File: src/rtl/vga_timing_gen.sv
`default_nettype none
// ============================================================================
//  Module   : vga_timing_gen
//  Purpose  : Parametrised VGA raster timing generator. It produces the pixel
//             and line counters, sync, blanking, data-enable and start strobes.
//  Options  : define VGA_TIMING_FRAME_CNT_EN to add the frame_cnt output.
//  Revision : 1.0  initial release
// ============================================================================
module vga_timing_gen #(
  parameter int unsigned H_ACTIVE    = 1024,
  parameter int unsigned H_FP        = 24,
  parameter int unsigned H_SYNC      = 136,
  parameter int unsigned H_BP        = 160,
  parameter int unsigned V_ACTIVE    = 768,
  parameter int unsigned V_FP        = 3,
  parameter int unsigned V_SYNC      = 6,
  parameter int unsigned V_BP        = 29,
  parameter int unsigned SYNC_POS    = 1,
  parameter int unsigned CNT_W       = 11,
  parameter int unsigned FRAME_CNT_W = 16
) (
  input  logic             clk,
  input  logic             rst,
  input  logic             en,
  output logic [CNT_W-1:0] hcount,
  output logic [CNT_W-1:0] vcount,
  output logic             hsync,
  output logic             vsync,
  output logic             hblnk,
  output logic             vblnk,
  output logic             de,
  output logic             line_start,
  output logic             frame_start
`ifdef VGA_TIMING_FRAME_CNT_EN
  ,
  output logic [FRAME_CNT_W-1:0] frame_cnt
`endif
);

  localparam int unsigned c_h_total  = H_ACTIVE + H_FP + H_SYNC + H_BP;
  localparam int unsigned c_v_total  = V_ACTIVE + V_FP + V_SYNC + V_BP;
  localparam int unsigned c_hs_start = H_ACTIVE + H_FP;
  localparam int unsigned c_hs_end   = c_hs_start + H_SYNC;
  localparam int unsigned c_vs_start = V_ACTIVE + V_FP;
  localparam int unsigned c_vs_end   = c_vs_start + V_SYNC;

  localparam logic [CNT_W-1:0] c_h_max = CNT_W'(c_h_total - 1);
  localparam logic [CNT_W-1:0] c_v_max = CNT_W'(c_v_total - 1);
  localparam logic c_sync_idle = (SYNC_POS == 0) ? 1'b1 : 1'b0;

  generate
    if (64'(c_h_total) > (64'd1 << CNT_W)) begin : g_bad_h_total
      $error("vga_timing_gen: H_TOTAL %0d does not fit in CNT_W=%0d", c_h_total, CNT_W);
    end
    if (64'(c_v_total) > (64'd1 << CNT_W)) begin : g_bad_v_total
      $error("vga_timing_gen: V_TOTAL %0d does not fit in CNT_W=%0d", c_v_total, CNT_W);
    end
    if (H_FP == 0 || H_SYNC == 0 || H_BP == 0 ||
        V_FP == 0 || V_SYNC == 0 || V_BP == 0) begin : g_bad_porch
      $error("vga_timing_gen: porch and sync widths must be non-zero");
    end
    if (FRAME_CNT_W == 0) begin : g_bad_frame_cnt_w
      $error("vga_timing_gen: FRAME_CNT_W must be non-zero");
    end
  endgenerate

  logic [CNT_W-1:0] r_hcount;
  logic [CNT_W-1:0] r_vcount;
  logic             r_hsync;
  logic             r_vsync;
  logic             r_hblnk;
  logic             r_vblnk;
  logic             r_de;
  logic             r_line_start;
  logic             r_frame_start;

  logic             w_h_wrap;
  logic             w_v_wrap;
  logic [CNT_W-1:0] w_hcount_nxt;
  logic [CNT_W-1:0] w_vcount_nxt;
  logic [31:0]      w_h32;
  logic [31:0]      w_v32;
  logic             w_hblnk_nxt;
  logic             w_vblnk_nxt;
  logic             w_hs_act;
  logic             w_vs_act;
  logic             w_line_nxt;
  logic             w_frame_nxt;

  // Flags are derived from the next counter values so they line up with the
  // counters they are registered alongside.
  always_comb begin
    w_h_wrap     = (r_hcount == c_h_max);
    w_v_wrap     = (r_vcount == c_v_max);
    w_hcount_nxt = w_h_wrap ? '0 : r_hcount + CNT_W'(1);
    w_vcount_nxt = r_vcount;
    if (w_h_wrap) begin
      w_vcount_nxt = w_v_wrap ? '0 : r_vcount + CNT_W'(1);
    end
    w_h32       = 32'(w_hcount_nxt);
    w_v32       = 32'(w_vcount_nxt);
    w_hblnk_nxt = (w_h32 >= H_ACTIVE);
    w_vblnk_nxt = (w_v32 >= V_ACTIVE);
    w_hs_act    = (w_h32 >= c_hs_start) && (w_h32 < c_hs_end);
    w_vs_act    = (w_v32 >= c_vs_start) && (w_v32 < c_vs_end);
    w_line_nxt  = (w_hcount_nxt == '0);
    w_frame_nxt = w_line_nxt && (w_vcount_nxt == '0);
  end

  always_ff @(posedge clk or posedge rst) begin
    if (rst) begin
      r_hcount      <= '0;
      r_vcount      <= '0;
      r_hsync       <= c_sync_idle;
      r_vsync       <= c_sync_idle;
      r_hblnk       <= 1'b0;
      r_vblnk       <= 1'b0;
      r_de          <= 1'b0;
      r_line_start  <= 1'b0;
      r_frame_start <= 1'b0;
    end else if (en) begin
      r_hcount      <= w_hcount_nxt;
      r_vcount      <= w_vcount_nxt;
      r_hsync       <= w_hs_act ^ c_sync_idle;
      r_vsync       <= w_vs_act ^ c_sync_idle;
      r_hblnk       <= w_hblnk_nxt;
      r_vblnk       <= w_vblnk_nxt;
      r_de          <= !w_hblnk_nxt && !w_vblnk_nxt;
      r_line_start  <= w_line_nxt;
      r_frame_start <= w_frame_nxt;
    end
  end

`ifdef VGA_TIMING_FRAME_CNT_EN
  logic [FRAME_CNT_W-1:0] r_frame_cnt;

  // Counts completed frames, stepping as the raster wraps back to (0,0).
  always_ff @(posedge clk or posedge rst) begin
    if (rst) begin
      r_frame_cnt <= '0;
    end else if (en && w_frame_nxt) begin
      r_frame_cnt <= r_frame_cnt + FRAME_CNT_W'(1);
    end
  end

  assign frame_cnt = r_frame_cnt;
`endif

  assign hcount      = r_hcount;
  assign vcount      = r_vcount;
  assign hsync       = r_hsync;
  assign vsync       = r_vsync;
  assign hblnk       = r_hblnk;
  assign vblnk       = r_vblnk;
  assign de          = r_de;
  assign line_start  = r_line_start;
  assign frame_start = r_frame_start;

endmodule
`default_nettype wire
File: config.mk
export PLATFORM = sky130hd
export DESIGN_NAME = vga_timing_gen
export DESIGN_NICKNAME = d
export VERILOG_FILES = /design/src/rtl/vga_timing_gen.sv
export SDC_FILE = /design/constraint.sdc
export NUM_CORES = 1
export LEC_CHECK = 0
export ABC_CLOCK_PERIOD_IN_PS = 2950
export BUFFER_PORTS_ARGS = -buffer_cell sky130_fd_sc_hd__buf_2
export CAP_MARGIN = 20
export CORE_MARGIN = 2
export CORE_UTILIZATION = 47
export CTS_CLUSTER_SIZE = 8
export DETAILED_ROUTE_END_ITERATION = 16
export PLACE_DENSITY = 0.74
export SYNTH_ARGS = -nofsm -noshare
export SYNTH_HDL_FRONTEND = slang
export SYNTH_SLANG_ARGS = --single-unit
File: constraint.sdc
create_clock -name clk -period 2.95 [get_ports clk]
set_input_delay 0.4425 -clock clk [delete_from_list [all_inputs] [get_ports clk]]
set_output_delay 0.4425 -clock clk [all_outputs]
set_load 0.1 [all_outputs]
Word level (Yosys, flattened, before mapping)

Index checks and enable logic that the tools add are counted.
W data, S select, Z words.

Equality and inequality tests: 2
Muxes and demuxes: 3
Order comparisons: 6
Add/subtract/negate cells: 2
Reduce and logical (&&, ||, !) cells: 8

Operator list:

| cell                    | number |
|---|---|
| $mux W11                | 3 |
| $add A11 B1 Y11 const B | 2 |
| $ge A11 B10 Y1 const B  | 2 |
| $ge A11 B11 Y1 const B  | 2 |
| $logic_not A11 Y1       | 2 |
| $eq A11 B10 Y1 const B  | 1 |
| $eq A11 B11 Y1 const B  | 1 |
| $lt A11 B10 Y1 const B  | 1 |
| $lt A11 B11 Y1 const B  | 1 |
| $logic_and A1 B1 Y1     | 4 |
| $logic_not A1 Y1        | 2 |

Register bits after elaboration: 29
Input bits: 3
Output and inout port bits: 29
Word-level logic and storage cells: 30

Longest topological paths before layout

Gate-level depths: netlist (run 1).

Depth in word-level cells: 6
Gate-level depth with buffers: 10

Least setup slack after synthesis (run 1)

Ideal clock, no wire load.

Kind: flip-flop to flip-flop
Start point: register r_hcount[0] (netlist: hcount[0])
End point: register r_vblnk (netlist: vblnk)
Library setup time: 0.125 ns
Arrival time: 2.975 ns
Data required time: 2.825 ns
Cell stages (with the launch flop): 9
Slack: -0.150 ns
Clock period less this slack: 3.100 ns
Path through: dfrtp_1 -> ha_1 -> and2_1 -> nand4_4 -> nor3_4 -> mux2_2 -> a31oi_1 -> a31oi_1 -> mux2_2

Longest elaborated chain between the ends: 3

Ends and longest elaborated chain:

| what                     | line | text |
|---|---|---|
| start: declaration       | 67   | `logic [CNT_W-1:0] r_hcount;` |
| start signal: assignment | 122  | `r_hcount <= w_hcount_nxt;` |
| $eq A11 B11 Y1           | 93   | `w_h_wrap = (r_hcount == c_h_max);` |
| $mux W11                 | 97   | `if (w_h_wrap) begin` |
| $ge A11 B10 Y1           | 103  | `w_vblnk_nxt = (w_v32 >= V_ACTIVE);` |
| end signal: assignment   | 127  | `r_vblnk <= w_vblnk_nxt;` |
| end: declaration         | 72   | `logic r_vblnk;` |

Every way passes these cells.
A chain may end at the register's enable or synchronous reset.

Worst setup path in the final report (run 1)

Same ends and word-level chain as after synthesis.

==> results of run 1 <==
## layout make-up
type | instances | area (sq um)
clock buffer | 4 | 55.1
fill | 375 | 1840
inverter | 8 | 30.0
multi-input combinational | 178 | 1190
sequential | 28 | 707
tap | 50 | 62.6
timing repair buffer | 34 | 178
## power by group through the flow
stage / Clock [mW] / Combinational (mW) / Sequential, mW
CTS: 0.247 / 0.703 / 0.538
global placement: 0 / 0.695 / 0.541
global route: 0.263 / 0.741 / 0.556
finish: 0.239 / 0.699 / 0.537
floorplan: 0 / 0.255 / 0.876
detailed placement: 0 / 0.701 / 0.546
## sequential cells by signal, summed over array words and instances, names as in the netlist
| name | cells |
|---|---|
| vblnk | 1 |
| vcount | 11 |
| hcount | 11 |
| de | 1 |
| frame_start | 1 |
| hsync | 1 |
| line_start | 1 |
| vsync | 1 |
## per-layer routing
layer	up-vias	wire length, um	track usage
li1	883	-	-
met1	829	2030	0.283
met2	40	2200	0.313
met3	4	219	0.0247
met4	0	39	0.0545
met5	-	0	0
## metrics by stage
step	setup WS, ns	utilization	power, mW	hold slack [ns]
6_report	0.381	0.547	1.48	0.203
3_3_place_gp	0.467	0.533	1.24	0.473
2_1_floorplan	0.0268	-	1.13	0.508
5_1_grt	0.0585	0.547	1.56	0.250
3_5_place_dp	0.416	0.533	1.25	0.471
4_1_cts	0.396	0.547	1.49	0.219
## kinds of logic (layout without fill, tap and decap cells)
group / after synthesis / in the layout
muxes: 6 / 6
AOI/OAI and AO/OA: 51 / 51
xor gates and xnor gates: 17 / 17
buffers and inverters: 25 / 46
adders and majority gates: 3 / 3
and+or+nand+nor: 101 / 101
DFF: 28 / 28
## placed cells by master, fill, tap and decap left out, types with 4 or more instances in the layout
cell and count:
a21oi_1 9, a41oi_1 4, and2_1 7, buf_2 31, clkbuf_8 4, dfrtp_1 23
dfrtp_2 5, inv_1 8, mux2_2 6, nand2_1 27, nand3_1 9, nand4_1 7
nor2_1 18, nor3_1 4, nor4_1 4, o21ai_0 16, or3_1 4, xnor2_1 14
## worst min-delay path, stage by stage
cell   delay, ns
buf_2       0.09
inv_1       0.04
buf_4       0.32
## path summary, 6_finish.rpt
path	endpoint	slack (ns)	cells after the start
worst max register to register	vblnk	0.38	8
worst max-delay path	vblnk	0.38	8
min in group clk	de	0.50	2
worst min register to register	de	0.50	2
max in group asynchronous	hcount[3]	2.45	3
worst min-delay path	hcount[0]	0.20	3
==> results.json, run 1 <==
{
  "switching_share": 0.516,
  "endpoint_kind": "register",
  "ys.flop_type": "dfrtp_1",
  "setup_viol": 0,
  "syn-num-nets": 237,
  "grt.total_usage": 0.197,
  "clkPwrFrac": 0.162,
  "synth_top_family_by_area": "simple AND/OR/NAND/NOR gates",
  "hpwl_mm": 3.29,
  "netlist_area_sq_um": 2000,
  "synth-edff-count": 0,
  "syn_inst": 231,
  "cpPeakStageDelay_ns": 0.42,
  "status": "finished, final reports clean",
  "grt_overflow": 0,
  "n_antenna_cell": 0,
  "cp_num_buf_inv": 0,
  "fmax_mhz": 389,
  "cts_made_buffers": 3,
  "async_reset_ff_frac": 1.00,
  "synth.top_cell.area_share": 0.350,
  "yosys_warnings": 0,
  "grt_max_degree": 30,
  "fin_skew_ns": 0.00172,
  "post_cts_buffers": 0,
  "design_area_sq_um": 2220,
  "synthTopCellsByCount": "28 x dfrtp_1, 27 x nand2_1, 18 x nor2_1, 16 x o21ai_0, 14 x xnor2_1",
  "p_leak_nw": 0.991,
  "power.density_nw_per_um2": 665,
  "critPathLaunch": "hcount[0]",
  "drcViolationCount": 0,
  "cts_num_sinks": 28,
  "cp-start-kind": "register",
  "synth-xor-area-share": 0.0745,
  "io_pins": 32,
  "layout.cells.non_filler": 302,
  "slowest_stage": "dfrtp_2",
  "initial_core_util": 0.493,
  "clock_path_buffers": 2,
  "post_drt_wl_per_cell_um": 14.8,
  "num_rows": 23,
  "vias": 1756,
  "cts_tree": "done",
  "crit_chain": "ha_1, and2_1, nand4_4, nor3_4, mux2_2, a31oi_1, a31oi_1, mux2_2",
  "grt_pass1_wl_mm": 7.91,
  "antenna_found_initial": 0,
  "first_pass_iters": 4,
  "cp.required_ns": 3.12,
  "drive_gt1_frac": 0.234,
  "reg2reg_from": "hcount[0]",
  "power_switching_mw": 0.761,
  "hp-class": "in2async",
  "rsz0062_at_grt": "no",
  "worst_pin_slew_ns": 0.519,
  "ys_top_cells_by_area": "dfrtp_1 35%, xnor2_1 6.1%, nand2_1 5.1%",
  "drt-total-wl_mm": 4.48,
  "clk_latency_ns": 0.28,
  "fin_setup_tns_ns": 0,
  "placed_cell_area_sq_um": 2160,
  "place.gp.congestion": 0.923,
  "hold_buffers": 0,
  "maxSlewViolCount": 0,
  "dieArea_sq_um": 4790,
  "critPathArrivalTime_ns": 2.74,
  "cts_resized": 0,
  "ant_nets": 0,
  "ir_drop_mv": 0.942,
  "maxCapViolCount": 0,
  "yosys.cell_count.top_type": "dfrtp_1",
  "period_needed_ns": 2.57,
  "synthAdderAreaFrac": 0.0188,
  "yosys_register_bits": 28,
  "synthToLayoutAreaGrowth_pct": 11.0,
  "intPower_mw": 0.715,
  "viasPerCell": 5.81,
  "synth_top_area_cell": "dfrtp_1",
  "die-height_um": 69.2,
  "synth_compound_area_frac": 0.172,
  "port_buffers": 31,
  "die_x_um": 69.2,
  "crit_family": "simple AND/OR/NAND/NOR gates",
  "ys_types": 51,
  "coreArea_sq_um": 4060,
  "critPathMaxFanout": 10,
  "htree_levels": 1,
  "fin_crit_sh": 0.871,
  "root_buffer": "clkbuf_8",
  "synth_mux_area_frac": 0.0338,
  "dpl.cell_count": 298,
  "combinationalPowerShare": 0.474,
  "syn_avg_cell_area_sq_um": 8.66,
  "relSlewSlack": 0.654,
  "seq_power_share": 0.364,
  "nNetsFinal": 259,
  "ys_seq_area_frac": 0.350,
  "drt_iter0_drc": 159,
  "grt_pass1_vias": 1600,
  "finalHoldViolCount": 0,
  "timing_worst_setup_path_type": "reg2reg",
  "clk_pin_slew_ns": 0.09,
  "synthSimpleGateAreaFrac": 0.295
}
No activity file was read; power rests on OpenSTA's default activity.
==> run 2, diff against run 1 <==
ABC_CLOCK_PERIOD_IN_PS = 2900   (was 2950)
CAP_MARGIN = 30   (was 20)
clock period = 2.9 ns   (was 2.95 ns; I/O delays follow)
==> run 2 against run 1 <==
Effect of this change: core utilization rose by 0.83 points; non-clock buffer count rose by 2; sequential share of layout area fell by 0.37 points; first-iteration DRC count rose by 6.9%; register-to-register slack barely moved; setup slack got worse by 0.0013 ns; critical endpoint is now vsync; highest routed layer unchanged.
==> results.json, run 2 (synthesized netlist as in run 1, its figures left out) <==
{
  "status": "finished, final reports clean",
  "grt.met3_usage": 0.0392,
  "relSlewSlack": 0.653,
  "use_met2": 0.332,
  "initial_core_util": 0.493,
  "drt_iter0_drc": 170,
  "cts_resized": 0,
  "cts_made_buffers": 3,
  "timing_worst_setup_path_type": "reg2reg",
  "cp.required_ns": 3.07,
  "maxSlewViolCount": 0,
  "clk_pin_slew_ns": 0.11,
  "grt_pass1_vias": 1672,
  "fin_crit_sh": 0.869,
  "p_leak_nw": 1.01,
  "nNetsFinal": 261,
  "post-route-util": 0.555,
  "grtUsageMet1": 0.277,
  "clk_latency_ns": 0.29,
  "clock_path_buffers": 2,
  "num_rows": 23,
  "grt_overflow": 0,
  "post_drt_wl_per_cell_um": 15.6,
  "die-height_um": 69.2,
  "post_cts_buffers": 0,
  "cts_num_sinks": 28,
  "setup_viol": 0,
  "drive_gt1_frac": 0.248,
  "fin_setup_tns_ns": 0,
  "layout.cells.non_filler": 304,
  "ant_nets": 0,
  "first_pass_iters": 4,
  "endpoint_kind": "register",
  "grt_pass1_wl_mm": 8.04,
  "fill_cells": 383,
  "worst_pin_slew_ns": 0.520,
  "dieArea_sq_um": 4790,
  "fin_skew_ns": 0.0145,
  "port_buffers": 31,
  "antenna_found_initial": 0,
  "grt_max_degree": 30,
  "coreArea_sq_um": 4060,
  "combinationalPowerShare": 0.450,
  "cts_tree": "done",
  "place.gp.congestion": 0.994,
  "layout_commonest_cell": "buf_2",
  "rsz0062_at_grt": "no",
  "final_cell_mix": "31 x buf_2, 27 x nand2_1, 21 x dfrtp_1",
  "power.density_nw_per_um2": 698,
  "n_antenna_cell": 0,
  "hp-class": "in2async",
  "drt-total-wl_mm": 4.73,
  "io_pins": 32,
  "hpwl_mm": 3.34,
  "root_buffer": "clkbuf_8",
  "cp-start-kind": "register",
  "htree_levels": 1,
  "synthToLayoutAreaGrowth_pct": 12.7,
  "ir_drop_mv": 0.651,
  "die_x_um": 69.2,
  "critPathMaxFanout": 15,
  "dpl.cell_count": 300,
  "intPower_mw": 0.791,
  "top_usage_layer": "met2",
  "vias": 1805,
  "fmax_mhz": 397,
  "grt.total_usage": 0.203,
  "seq_power_share": 0.348,
  "switching_share": 0.497,
  "drcViolationCount": 0,
  "finalHoldViolCount": 0,
  "hold_buffers": 0,
  "period_needed_ns": 2.52,
  "critPathArrivalTime_ns": 2.69,
  "clkPwrFrac": 0.201,
  "viasPerCell": 5.94,
  "power_switching_mw": 0.783,
  "maxCapViolCount": 0
}
[run 2: cell types whose count changed in the layout (fill, tap and decap cells not counted)]
cell and change:
buf_4 +2, dfrtp_1 -2, dfrtp_2 +2, bufinv_16 +1, clkbuf_8 -1
[run 2: metrics by stage]
stage	instance area (sq um)	hold slack, ns	worst slack (ns)	power, mW
after global placement	2180	0.480	0.467	1.26
after CTS	2250	0.203	0.387	1.59
after floorplan	2010	0.500	0.0303	1.15
after global routing	2250	0.230	0.184	1.66
final	2250	0.193	0.380	1.57
after detailed placement	2180	0.488	0.390	1.26
[run 2: critical path, cell delays in order, from the launching register on]
cell       delay [ns]
dfrtp_2          0.42
ha_1             0.30
and2_1           0.25
and4_1           0.56
nand2_1          0.13
xnor2_1          0.22
a2111oi_0        0.43
a21oi_1          0.12
[run 2: cell type report]
| class | count | area (sq um) | share of cell area |
|---|---|---|---|
| multi-input combinational | 178 | 1190 | 0.527 |
| sequential | 28 | 709 | 0.315 |
| tap | 50 | 62.6 | 0.0278 |
| inverter | 8 | 30.0 | 0.0133 |
| timing repair buffer | 36 | 193 | 0.0855 |
| clock inverter | 1 | 30.0 | 0.0133 |
| clock buffer | 3 | 41.3 | 0.0183 |
[run 2: metal layers]
metal / share of wire / routed length [um]
met3: 0.037 / 176
met2: 0.48 / 2290
met4: 0.013 / 62
met1: 0.46 / 2200
met5: 0 / 0
[run 2: power by group through the flow]
stage / sequential [mW] / combinational [mW] / clock, mW
floorplan: 0.892 / 0.260 / 0
global placement: 0.551 / 0.707 / 0
detailed placement: 0.556 / 0.708 / 0
CTS: 0.548 / 0.711 / 0.327
global route: 0.567 / 0.749 / 0.344
finish: 0.548 / 0.709 / 0.316
[run 2: final timing paths]
| check | start | end | slack (ns) | cells after the start |
|---|---|---|---|---|
| worst max-delay path | hcount[0] | vsync | 0.38 | 7 |
| worst min-delay path | rst | vcount[3] | 0.19 | 3 |
| worst max register to register | hcount[0] | vsync | 0.38 | 7 |
| worst min register to register | hsync | hsync | 0.51 | 1 |
| max in group asynchronous | rst | hcount[10] | 2.41 | 3 |
| min in group clk | hsync | hsync | 0.51 | 1 |
==> run 3, diff against run 2 <==
CELL_PAD_IN_SITES_DETAIL_PLACEMENT = 1   (was not set)
CELL_PAD_IN_SITES_GLOBAL_PLACEMENT = 2   (was not set)
CORE_UTILIZATION = 34   (was 47)
PLACE_DENSITY = 0.86   (was 0.74)
==> run 3 against run 2 <==
Effect of this change: count of clock-buffer cells in the layout unchanged; core utilization down 15 points; sequential power about the same; via count up 1.7%; maximum frequency down 5.1%; register-to-register slack worse by 0.13 ns; sequential cell count unchanged; critical path depth unchanged.
==> results.json, run 3 (synthesized netlist as in run 1, its figures left out) <==
{
  "status": "finished, final reports clean",
  "dieArea_sq_um": 6510,
  "drcViolationCount": 0,
  "port_buffers": 31,
  "htree_levels": 1,
  "finalHoldViolCount": 0,
  "fin_setup_tns_ns": 0,
  "cts_made_buffers": 3,
  "timing_worst_setup_path_type": "reg2reg",
  "drive_gt1_frac": 0.251,
  "io_pins": 32,
  "cts_num_sinks": 28,
  "hold_buffers": 0,
  "reg2reg_from": "hcount[0]",
  "grt_pass1_wl_mm": 9.15,
  "grt_overflow": 0,
  "initial_core_util": 0.357,
  "endpoint_kind": "register",
  "grt_max_degree": 30,
  "die-height_um": 80.7,
  "first_pass_iters": 4,
  "finalWorstSetupSlack_ns": 0.245,
  "fin_crit_sh": 0.916,
  "rsz0062_at_grt": "no",
  "fmax_mhz": 377,
  "root_buffer": "clkbuf_8",
  "post_cts_buffers": 0,
  "post_drt_wl_per_cell_um": 17.0,
  "setup_viol": 0,
  "relSlewSlack": 0.619,
  "nNetsFinal": 262,
  "cp-start-kind": "register",
  "power.density_nw_per_um2": 697,
  "grt_pass1_vias": 1794,
  "dpl_worst_slack_ns": 0.327,
  "critPathMaxFanout": 15,
  "maxSlewViolCount": 0,
  "coreArea_sq_um": 5610,
  "vias": 1835,
  "period_needed_ns": 2.65,
  "hpwl_mm": 4.06,
  "wl_met1_mm": 2.60,
  "hp-class": "in2async",
  "antenna_found_initial": 0,
  "n_antenna_cell": 0,
  "worst_pin_slew_ns": 0.572,
  "die_x_um": 80.7,
  "wl_met3_um": 131,
  "top_layer_used": "met4",
  "cp.required_ns": 3.10,
  "clk_pin_slew_ns": 0.12,
  "drt-total-wl_mm": 5.57,
  "critPathLaunch": "hcount[0]",
  "final_cell_mix": "31 x buf_2, 27 x nand2_1, 21 x dfrtp_1",
  "p_leak_nw": 1.01,
  "cts_resized": 0,
  "place.gp.congestion": 0.811,
  "synthToLayoutAreaGrowth_pct": 14.5,
  "clk_latency_ns": 0.29,
  "ir_drop_mv": 0.714,
  "num_rows": 27,
  "grt.total_usage": 0.178,
  "ant_nets": 0,
  "fin_skew_ns": 0.0134,
  "layout_commonest_cell": "buf_2",
  "met2_length_mm": 2.80,
  "drt_iter0_drc": 133,
  "viasPerCell": 5.61,
  "clock_path_buffers": 2,
  "critPathArrivalTime_ns": 2.86,
  "maxCapViolCount": 0,
  "r2r_cells": 7,
  "cts_tree": "done"
}
-- run 3: report_power, final --
group / switching (mW) / total, mW / internal, mW
combinational: 0.560 / 0.716 / 0.156
sequential: 0.102 / 0.551 / 0.450
clock: 0.141 / 0.326 / 0.185
-- run 3: layout make-up --
class / count / area, sq um
repair buffers: 37 / 200
well taps: 72 / 90.1
inverters: 8 / 30.0
clock buffers: 3 / 41.3
flip-flops and latches: 28 / 709
multi-input cells: 178 / 1190
fillers: 711 / 3320
clock inverters: 1 / 30.0
-- run 3: critical path, stage by stage, from the launching register on --
cell	delay, ns
dfrtp_2	0.43
ha_1	0.31
and2_1	0.25
and4_1	0.58
o221ai_1	0.26
nor4_4	0.33
o21ai_1	0.13
o32ai_2	0.27
-- run 3: layer usage --
layer,vias to the layer above,GRT usage
li1,895,-
met1,911,0.242
met2,25,0.305
met3,4,0.0180
met4,0,0.0407
met5,-,0
-- run 3: final timing paths --
kind,slack [ns],end
worst max-delay path,0.25,frame_start
worst min-delay path,0.17,hcount[2]
worst max register to register,0.25,frame_start
worst min register to register,0.50,de
max in group asynchronous,2.10,vcount[4]
min in group clk,0.50,de
-- run 3: stage by stage --
step           power [mW]  hold WS, ns  cell area, sq um   util  std cells
2_1_floorplan        1.15        0.500              2010      -        231
3_3_place_gp         1.27        0.476              2220  0.395        323
3_5_place_dp         1.28        0.473              2220  0.395        323
4_1_cts              1.60        0.198              2290  0.408        327
5_1_grt              1.67        0.212              2290  0.408        327
6_report             1.59        0.167              2290  0.408        327
